**src/rtl/gat_run_ctrl_pkg.sv**
```systemverilog
// gat_run_ctrl_pkg: run-controller states, debug_3 bit positions and default watchdog limit
package gat_run_ctrl_pkg;
    typedef enum logic [2:0] {
        ST_IDLE      = 3'd0,
        ST_WAIT_LOAD = 3'd1,
        ST_START     = 3'd2,
        ST_RUN       = 3'd3,
        ST_DONE      = 3'd4,
        ST_ERROR     = 3'd5
    } gat_state_e;
    localparam int DBG_STATE_LSB  = 0;
    localparam int DBG_HDATA      = 3;
    localparam int DBG_NODE       = 4;
    localparam int DBG_WGT        = 5;
    localparam int DBG_OVF        = 6;
    localparam int DBG_WDT        = 7;
    localparam int DEF_WDT_CYCLES = 65536;
endpackage

```
**src/rtl/gat_sat_counter.sv**
```systemverilog
// gat_sat_counter: up-counter with synchronous clear that sticks at all-ones instead of wrapping
module gat_sat_counter #(
    parameter int W = 32
) (
    input  logic         clk,
    input  logic         rst,
    input  logic         clr,
    input  logic         en,
    output logic [W-1:0] q
);
    always_ff @(posedge clk or posedge rst) begin
        if (rst) q <= '0;
        else if (clr) q <= '0;
        else if (en && !(&q)) q <= q + 1'b1;
    end
endmodule

```
**src/rtl/gat_run_ctrl.sv**
```systemverilog
// gat_run_ctrl: sequences host BRAM loads, datapath launch and subgraph completion for one GAT run.
// Optional RUN watchdog is built in when GAT_RUN_WDT_EN is defined.
module gat_run_ctrl
    import gat_run_ctrl_pkg::*;
#(
    parameter int TOP_WIDTH     = 32,
    parameter int NUM_SUBGRAPHS = 2708,
    parameter int WDT_CYCLES    = DEF_WDT_CYCLES
) (
    input  logic                 clk,
    input  logic                 rst,
    input  logic                 h_data_bram_load_done,
    input  logic                 h_node_info_bram_load_done,
    input  logic                 wgt_bram_load_done,
    input  logic                 soft_clear,
    input  logic                 sg_done,
    output logic                 gat_start,
    output logic                 gat_busy,
    output logic                 gat_ready,
    output logic [TOP_WIDTH-1:0] gat_debug_1,
    output logic [TOP_WIDTH-1:0] gat_debug_2,
    output logic [TOP_WIDTH-1:0] gat_debug_3
);
    localparam int SG_W = $clog2(NUM_SUBGRAPHS + 1);
    gat_state_e      state;
    logic            f_h, f_node, f_wgt, ovf, wdt_trip, wdt_err;
    logic [SG_W-1:0] sg_cnt;
    logic            sg_last;
    assign sg_last = sg_cnt == SG_W'(NUM_SUBGRAPHS - 1);
`ifdef GAT_RUN_WDT_EN
    localparam int WD_W = $clog2(WDT_CYCLES + 1);
    logic [WD_W-1:0] wdt_cnt;
    // Held at zero outside RUN, so entering RUN always starts a fresh idle window.
    always_ff @(posedge clk or posedge rst) begin
        if (rst) wdt_cnt <= '0;
        else if (soft_clear || state != ST_RUN || sg_done) wdt_cnt <= '0;
        else wdt_cnt <= wdt_cnt + 1'b1;
    end
    assign wdt_trip = state == ST_RUN && !sg_done && wdt_cnt == WD_W'(WDT_CYCLES - 1);
    assign wdt_err  = state == ST_ERROR;
`else
    assign wdt_trip = 1'b0;
    assign wdt_err  = 1'b0;
`endif
    always_ff @(posedge clk or posedge rst) begin
        if (rst) begin
            state                  <= ST_IDLE;
            {f_h, f_node, f_wgt}   <= '0;
            ovf                    <= 1'b0;
            sg_cnt                 <= '0;
            {gat_start, gat_busy, gat_ready} <= '0;
        end else if (soft_clear) begin
            state                  <= ST_IDLE;
            {f_h, f_node, f_wgt}   <= '0;
            ovf                    <= 1'b0;
            sg_cnt                 <= '0;
            {gat_start, gat_busy, gat_ready} <= '0;
        end else begin
            gat_start <= 1'b0;
            if (state == ST_IDLE || state == ST_WAIT_LOAD)
                {f_h, f_node, f_wgt} <= {f_h, f_node, f_wgt} |
                    {h_data_bram_load_done, h_node_info_bram_load_done, wgt_bram_load_done};
            if (sg_done && state != ST_RUN) ovf <= 1'b1;
            case (state)
                ST_IDLE: state <= ST_WAIT_LOAD;
                ST_WAIT_LOAD: if (f_h && f_node && f_wgt) begin
                    state     <= ST_START;
                    gat_start <= 1'b1;
                    gat_busy  <= 1'b1;
                end
                ST_START: state <= ST_RUN;
                ST_RUN: if (wdt_trip) begin
                    state    <= ST_ERROR;
                    gat_busy <= 1'b0;
                end else if (sg_done) begin
                    sg_cnt <= sg_cnt + 1'b1;
                    if (sg_last) begin
                        state     <= ST_DONE;
                        gat_busy  <= 1'b0;
                        gat_ready <= 1'b1;
                    end
                end
                default: ;
            endcase
        end
    end
    gat_sat_counter #(.W(TOP_WIDTH)) u_cycle_cnt (
        .clk (clk),
        .rst (rst),
        .clr (soft_clear),
        .en  (state == ST_START || state == ST_RUN),
        .q   (gat_debug_1)
    );
    assign gat_debug_2 = TOP_WIDTH'(sg_cnt);
    always_comb begin
        gat_debug_3                        = '0;
        gat_debug_3[DBG_STATE_LSB +: 3]    = state;
        gat_debug_3[DBG_HDATA]             = f_h;
        gat_debug_3[DBG_NODE]              = f_node;
        gat_debug_3[DBG_WGT]               = f_wgt;
        gat_debug_3[DBG_OVF]               = ovf;
        gat_debug_3[DBG_WDT]               = wdt_err;
    end
endmodule

```
**config.mk**
```make
export PLATFORM = sky130hd
export DESIGN_NAME = gat_run_ctrl
export DESIGN_NICKNAME = d
export VERILOG_FILES = /design/src/rtl/gat_run_ctrl_pkg.sv /design/src/rtl/gat_sat_counter.sv /design/src/rtl/gat_run_ctrl.sv
export SDC_FILE = /design/constraint.sdc
export NUM_CORES = 1
export LEC_CHECK = 0
export BUFFER_PORTS_ARGS = -buffer_cell sky130_fd_sc_hd__buf_4
export CAP_MARGIN = 25
export CORE_UTILIZATION = 46
export DETAILED_ROUTE_END_ITERATION = 8
export HOLD_SLACK_MARGIN = 0.05
export PLACE_DENSITY = 0.77
export SLEW_MARGIN = 20
export SYNTH_ARGS = -nofsm -noshare
export SYNTH_HDL_FRONTEND = slang
export SYNTH_SLANG_ARGS = --single-unit
```
**constraint.sdc**
```tcl
create_clock -name clk -period 2.2 [get_ports clk]
set_clock_uncertainty 0.2 [all_clocks]
set_input_delay 0.11 -clock clk [delete_from_list [all_inputs] [get_ports clk]]
set_output_delay 0.11 -clock clk [all_outputs]
set_load 0.05 [all_outputs]
```
==> impl_metrics.py, run 1 <==
metrics = {
    "final_layout": {
        "finish.net_count": 459,
        "n_fill_cell": 565,
        "drive_above_1_share_pct": 35.7,
        "diodes": 0,
        "area_delta_synth_final_pct": 28.2,
        "final_cell_area_um2": 4140,
    },
    "critical_path": {
        "path_cells": "and3_4, or4b_4, o2111ai_2, buf_4, o21ai_0, a21oi_1",
        "path_delay_family": "simple AND/OR/NAND/NOR gates",
        "timing.critical_path.from_type": "register",
        "critPathKind": "register to register",
        "critPathCaptureType": "register",
        "reg2reg_slack_ns": 0.03,
        "worst-endpoint-arrival_ns": 2.21,
        "path_buf_inv": 1,
        "crit_path_top_delay_cell": "or4b_4",
        "cp_num_cells": 6,
        "cp_max_stage_delay_ns": 0.52,
        "worst-r2r-cell-count": 6,
        "worst-path-max-fanout": 6,
        "cp.required_ns": 2.23,
    },
    "hold_path": {
        "worst_hold_path_type": "primary input to async pin",
    },
    "synth": {
        "synth.top_cells.by_count": "54 x dfrtp_1, 50 x buf_4, 38 x nor2_1",
        "synth_area_leaders": "dfrtp_1 42%, buf_4 12%, nor2_1 4.4%, a21oi_1 4.2%, xor2_1 3.5%",
        "yosysTopAreaCell": "dfrtp_1",
        "synthFlopType": "dfrtp_1",
        "async_flop_share_pct": 100,
        "count_leader_synth": "dfrtp_1",
        "synth_area_um2": 3230,
        "mean_instance_size_in_the_synthesized_netlist_um2": 9.05,
        "synth_seq_area_share_pct": 41.8,
        "synth_enable_flop_cells": 0,
        "post_synth_inst_count": 357,
        "ys_types": 44,
        "ys_ff_latch": 54,
        "yosysWarnings": 0,
        "portion_of_synthesized_cell_area_occupied_by_the_leading_cell_type_pct": 41.8,
    },
    "power_and_ir_drop": {
        "irDropWorstVdd_uv": 333,
        "total_switching_power_mw": 0.606,
        "pwr-share-comb_pct": 14.3,
        "cell_internal_pwr_mw": 1.38,
        "powerDensity_nw_per_um2": 479,
        "power.clock.fraction_pct": 35.0,
        "power.leakage_nw": 1.85,
        "share_seq_of_total_power_pct": 50.7,
        "power.switching_fraction_pct": 30.5,
    },
    "die": {
        "design.core.area_um2": 6790,
        "rows": 30,
        "io_pins": 106,
        "die-area_um2": 7370,
        "die_h_um": 85.8,
        "initial_utilization_pct": 47.6,
        "chipWidth_um": 85.8,
    },
    "placement": {
        "port_buffers": 60,
        "hpwlAfterDp_um": 5280,
        "place_area_um2": 3870,
        "gpl.final_weighted_congestion": 0.869,
    },
    "sta": {
        "hold_viol_final": 0,
        "share_of_the_cycle_needed_by_the_critical_path_after_routing_pct": 98.8,
        "final_max_slew_viol_count": 0,
        "fmax_ghz": 0.460,
        "min_period_ns": 2.17,
        "rsz_0062_raised_after_global_routing": "yes",
        "timing.final.setup_violations": 0,
        "fin_worst_hold_slack_ns": 0.191,
    },
    "global_routing": {
        "grt_pass1_vias": 2488,
        "grt_first_pass_wirelength_um": 12100,
        "global_route.usage.met2_pct": 34.3,
        "use_met1_pct": 27.8,
        "grt_most_used_layer": "met2",
        "global_route.usage.total_pct": 20.6,
        "grt_max_degree": 55,
        "grtUsageMet3_pct": 3.95,
        "antenna_found_initial": 0,
        "grt_residual_overflow": 0,
    },
    "routing": {
        "vias": 2833,
        "postRouteWirelength_um": 7690,
        "avgRoutedWirePerCell_um": 14.1,
        "postRouteAntennaNets": 0,
        "vias_per_cell": 5.18,
        "drcViolationCount": 0,
        "firstDrtPassIters": 4,
        "detailedRoute.firstIterationViolations": 146,
    },
    "cts": {
        "clk-insertion-delay-late_ns": 0.31,
        "cts_buffers": 5,
        "cts_max_path_buffers": 2,
        "cts_tree": "yes",
        "tritoncts_num_sinks": 54,
        "path_clk_slew_ns": 0.10,
        "htreeDepth": 2,
        "cts_root_buf": "clkbuf_8",
    },
    "job": {
        "max-cap-violations": 0,
    },
    "outcome": {
        "run_status": "finished, final reports clean",
    },
}
[final timing paths]
check | start | endpoint
max | u_cycle_cnt.q[12]$_DFFE_PP0P_ | u_cycle_cnt.q[25]$_DFFE_PP0P_
min | rst | gat_start$_DFF_PP0_
max reg2reg | u_cycle_cnt.q[12]$_DFFE_PP0P_ | u_cycle_cnt.q[25]$_DFFE_PP0P_
min reg2reg | ovf$_DFFE_PP0P_ | ovf$_DFFE_PP0P_
max in group asynchronous | rst | u_cycle_cnt.q[12]$_DFFE_PP0P_
min in group clk | ovf$_DFFE_PP0P_ | ovf$_DFFE_PP0P_
[area by class of cell]
class	instances	area, µm²	area share [%]
sequential	54	1390	33.6
clock inverter	3	43.8	1.06
tap	96	120	2.90
clock buffer	5	68.8	1.66
timing repair buffer	103	811	19.6
inverter	7	26.3	0.634
multi-input combinational	279	1680	40.6
[power by group through the flow]
stage / sequential, mW / combinational, mW / clock, mW
floorplan: 1.03 / 0.297 / 0
detailed placement: 1.03 / 0.275 / 0
CTS: 1.01 / 0.283 / 0.701
global route: 1.01 / 0.300 / 0.742
finish: 1.01 / 0.284 / 0.694
global placement: 1.03 / 0.274 / 0
[per-stage QoR]
step / total power [mW] / setup slack (ns) / TNS, ns / instances / utilization, %
floorplan: 1.33 / -0.0200 / -0.0200 / 401 / -
global placement: 1.30 / 0.0403 / 0 / 526 / 57.0
detailed placement: 1.30 / 0.0267 / 0 / 526 / 57.0
CTS: 1.99 / 0.00467 / 0 / 540 / 59.5
global route: 2.05 / -0.0504 / -0.236 / 547 / 61.0
finish: 1.98 / 0.0264 / 0 / 547 / 61.0
[worst min-delay path: cells and delay by family]
family / cells / cell delay [ns]
buffers and inverters: 4 / 0.98
[layer usage]
layer / wire [µm] / part of all wire (%) / up-vias
li1: - / - / 1371
met1: 3450 / 45 / 1360
met2: 3780 / 49 / 96
met3: 382 / 5.0 / 6
met4: 82 / 1.1 / 0
met5: 0 / 0 / -
[flip-flops by register name, summed over array words and instances (netlist names)]
| name | cells |
|---|---|
| f_h | 1 |
| f_node | 1 |
| f_wgt | 1 |
| gat_busy | 1 |
| gat_ready | 1 |
| gat_start | 1 |
| ovf | 1 |
| sg_cnt | 12 |
| state | 3 |
| u_cycle_cnt.q | 32 |
[repair_timing]
action,4_1_cts,5_1_grt
resized for setup,0,11
setup buffers,0,6
hold endpoints to repair,80,0
endpoints found under the setup margin,0,18
hold buffers,6,0
[cells in the final DEF, fill, tap and decap left out, types with 3 or more instances in the layout]
cell	instances
or4_1	10
nor3_1	6
o31ai_1	7
a21oi_1	26
xnor2_1	3
o21ai_0	16
and3_1	8
clkbuf_8	5
xor2_1	13
conb_1	45
nand3_1	10
nor2b_1	5
or3_1	15
dfrtp_2	33
a21oi_2	4
inv_1	6
nor2_1	36
dfrtp_1	21
o21ai_1	5
nand2_1	17
nand2b_1	4
nand4_1	16
buf_4	94
dlygate4sd3_1	6
[logic make-up after synthesis]
family / after synthesis / share of synthesized area, %
buffers and inverters: 68 / 14.0
AO/OA/AOI/OAI: 67 / 12.1
AND/OR/NAND/NOR: 146 / 25.9
other: 1 / 0.116
adder cells (fa/ha/maj): 2 / 0.774
multiplexers: 3 / 0.968
XOR/XNOR: 16 / 4.34
flip-flops: 54 / 41.8
Power figures use the tool's default switching activity.
==> inputs of run 2 (changes only) <==
==> constraint.sdc (replaced) <==
create_clock -name clk -period 2.2 [get_ports clk]
set_clock_uncertainty 0.2 [all_clocks]
set_input_delay 0.33 -clock clk [delete_from_list [all_inputs] [get_ports clk]]
set_output_delay 0.33 -clock clk [all_outputs]
set_load 0.05 [all_outputs]
==> run 2 against run 1 <==
Compared with the run above:
- final area decreased by 2.8%
- sequential share of layout area increased by 0.98 points
- setup slack better by 0.018 ns
- power shrank 7.7%
- wire length fell by 3.7%
- combinational power is 3% lower
- via count increased by 0.49%
- sequential power hardly changed
- non-clock buffer count shrank 10
- first-iteration DRC count is 42% higher
- critical path depth shrank 1
- utilization shrank 1.7 points
- largest power group unchanged
- highest routed layer unchanged
==> impl_metrics.py, run 2 (same netlist as run 1, synthesis figures left out) <==
metrics = {
    "routing": {
        "vias_per_cell": 5.30,
        "detailedRoute.firstIterationViolations": 207,
        "drcViolationCount": 0,
        "vias": 2847,
        "firstDrtPassIters": 4,
        "postRouteAntennaNets": 0,
        "postRouteWirelength_um": 7410,
        "avgRoutedWirePerCell_um": 13.8,
    },
    "final_layout": {
        "area_delta_synth_final_pct": 24.5,
        "finish.net_count": 449,
        "reg_top3": "u_cycle_cnt.q x32, sg_cnt x12, state x3",
        "drive_above_1_share_pct": 34.9,
        "most-common-layout-cells": "90 x buf_4, 45 x conb_1, 37 x nor2_1, 33 x dfrtp_2, 27 x a21oi_1",
        "most_common_cell_after_layout_fill_and_taps_aside": "buf_4",
        "final_cells": 537,
        "max_reg_flops": 32,
        "largest_register": "u_cycle_cnt.q",
        "diodes": 0,
    },
    "sta": {
        "min_period_ns": 2.16,
        "hold_viol_final": 0,
        "share_of_the_cycle_needed_by_the_critical_path_after_routing_pct": 98.0,
        "final_max_slew_viol_count": 0,
        "fmax_ghz": 0.464,
        "timing.final.setup_violations": 0,
        "rsz_0062_raised_after_global_routing": "yes",
    },
    "die": {
        "rows": 30,
        "die-area_um2": 7370,
        "chipWidth_um": 85.8,
        "design.core.area_um2": 6790,
        "io_pins": 106,
        "initial_utilization_pct": 47.6,
        "die_h_um": 85.8,
    },
    "power_and_ir_drop": {
        "power.switching_fraction_pct": 31.7,
        "pwr-share-comb_pct": 15.1,
        "total_switching_power_mw": 0.580,
        "powerDensity_nw_per_um2": 455,
        "share_seq_of_total_power_pct": 54.9,
        "cell_internal_pwr_mw": 1.25,
        "totalPowerFinal_mw": 1.83,
        "irDropWorstVdd_uv": 215,
        "power.leakage_nw": 1.78,
        "power.clock.fraction_pct": 30.0,
    },
    "global_routing": {
        "grt_most_used_layer": "met2",
        "global_route.usage.met2_pct": 34.2,
        "global_route.usage.total_pct": 20.6,
        "grt_first_pass_wirelength_um": 12200,
        "grt_pass1_vias": 2611,
        "use_met1_pct": 27.5,
        "grt_max_degree": 39,
        "grt_residual_overflow": 0,
        "antenna_found_initial": 0,
        "grtUsageMet3_pct": 3.56,
    },
    "placement": {
        "port_buffers": 60,
        "gpl.final_weighted_congestion": 0.838,
        "hpwlAfterDp_um": 5290,
        "placed_cells_incl_taps": 524,
    },
    "critical_path": {
        "setup.worst_path.start": "u_cycle_cnt.q[12]$_DFFE_PP0P_",
        "worst-path-max-fanout": 6,
        "worstReg2RegStart": "u_cycle_cnt.q[12]$_DFFE_PP0P_",
        "critPathKind": "register to register",
        "timing.critical_path.from_type": "register",
        "worst-endpoint-arrival_ns": 2.21,
        "cp.required_ns": 2.26,
        "critPathCaptureType": "register",
    },
    "cts": {
        "cts_max_path_buffers": 2,
        "cts_root_buf": "clkbuf_8",
        "path_clk_slew_ns": 0.10,
        "cts_buffers": 5,
        "clk-insertion-delay-late_ns": 0.31,
        "htreeDepth": 2,
        "tritoncts_num_sinks": 54,
        "cts_tree": "yes",
    },
    "outcome": {
        "run_status": "finished, final reports clean",
    },
    "job": {
        "max-cap-violations": 0,
    },
    "hold_path": {
        "worst_hold_path_type": "primary input to register",
        "worstHoldStart": "h_data_bram_load_done",
    },
}
==> run 2: metrics by stage <==
stage	worst slack [ns]	area (µm²)	hold slack (ns)	TNS, ns	util, %
6_report	0.0449	4030	0.0536	0	59.2
3_3_place_gp	0.0282	3840	0.139	0	56.6
3_5_place_dp	0.0193	3840	0.150	0	56.6
2_1_floorplan	-0.0200	3480	0.264	-0.0200	-
5_1_grt	-0.0232	4030	0.0739	-0.0377	59.2
4_1_cts	0.0404	3940	0.0526	0	58.0
==> run 2: power groups by stage <==
stage	Clock [mW]	Combinational, mW	Sequential, mW
finish	0.550	0.276	1.01
global route	0.601	0.293	1.01
CTS	0.561	0.276	1.01
detailed placement	0	0.275	1.03
global placement	0	0.273	1.03
floorplan	0	0.297	1.03
==> run 2: layer usage <==
metal / vias to the layer above / share of wire, %
met5: - / 0
met3: 8 / 5.0
met1: 1390 / 45
met2: 104 / 48
met4: 0 / 1.4
li1: 1345 / -
==> run 2: timing repair <==
| item | in CTS | in global routing |
|---|---|---|
| cloned | 0 | 1 |
| hold buffers | 1 | 0 |
| hold endpoints to repair | 16 | 0 |
| setup endpoints to repair | 1 | 20 |
| resized for setup | 1 | 12 |
| pin swaps | 0 | 1 |
| buffers inserted | 0 | 3 |
==> run 2: worst max-delay path, cell delays in order, from the launching register on <==
cell and delay, ns:
dfrtp_2 0.43, and3_4 0.24, or4b_4 0.54, nand3b_4 0.21
or4_1 0.40, nand2_1 0.08
==> run 2: area by class of cell <==
class                   instances  area [µm²]
inverters                       7        26.3
multi-input cells             279        1690
flip-flops and latches         54        1390
well taps                      96         120
clock buffers                   6        72.6
clock inverters                 2        10.0
repair buffers                 93         717
fillers                       593        2770
==> run 2: path summary, 6_finish.rpt <==
path	endpoint	slack [ns]	depth (start not counted)
setup / recovery	u_cycle_cnt.q[26]$_DFFE_PP0P_	0.04	5
hold / removal	f_h$_DFFE_PP0P_	0.05	3
setup reg to reg	u_cycle_cnt.q[26]$_DFFE_PP0P_	0.04	5
hold reg to reg	ovf$_DFFE_PP0P_	0.32	2
max in group asynchronous	u_cycle_cnt.q[17]$_DFFE_PP0P_	0.87	4
min in group asynchronous	f_wgt$_DFFE_PP0P_	0.36	3
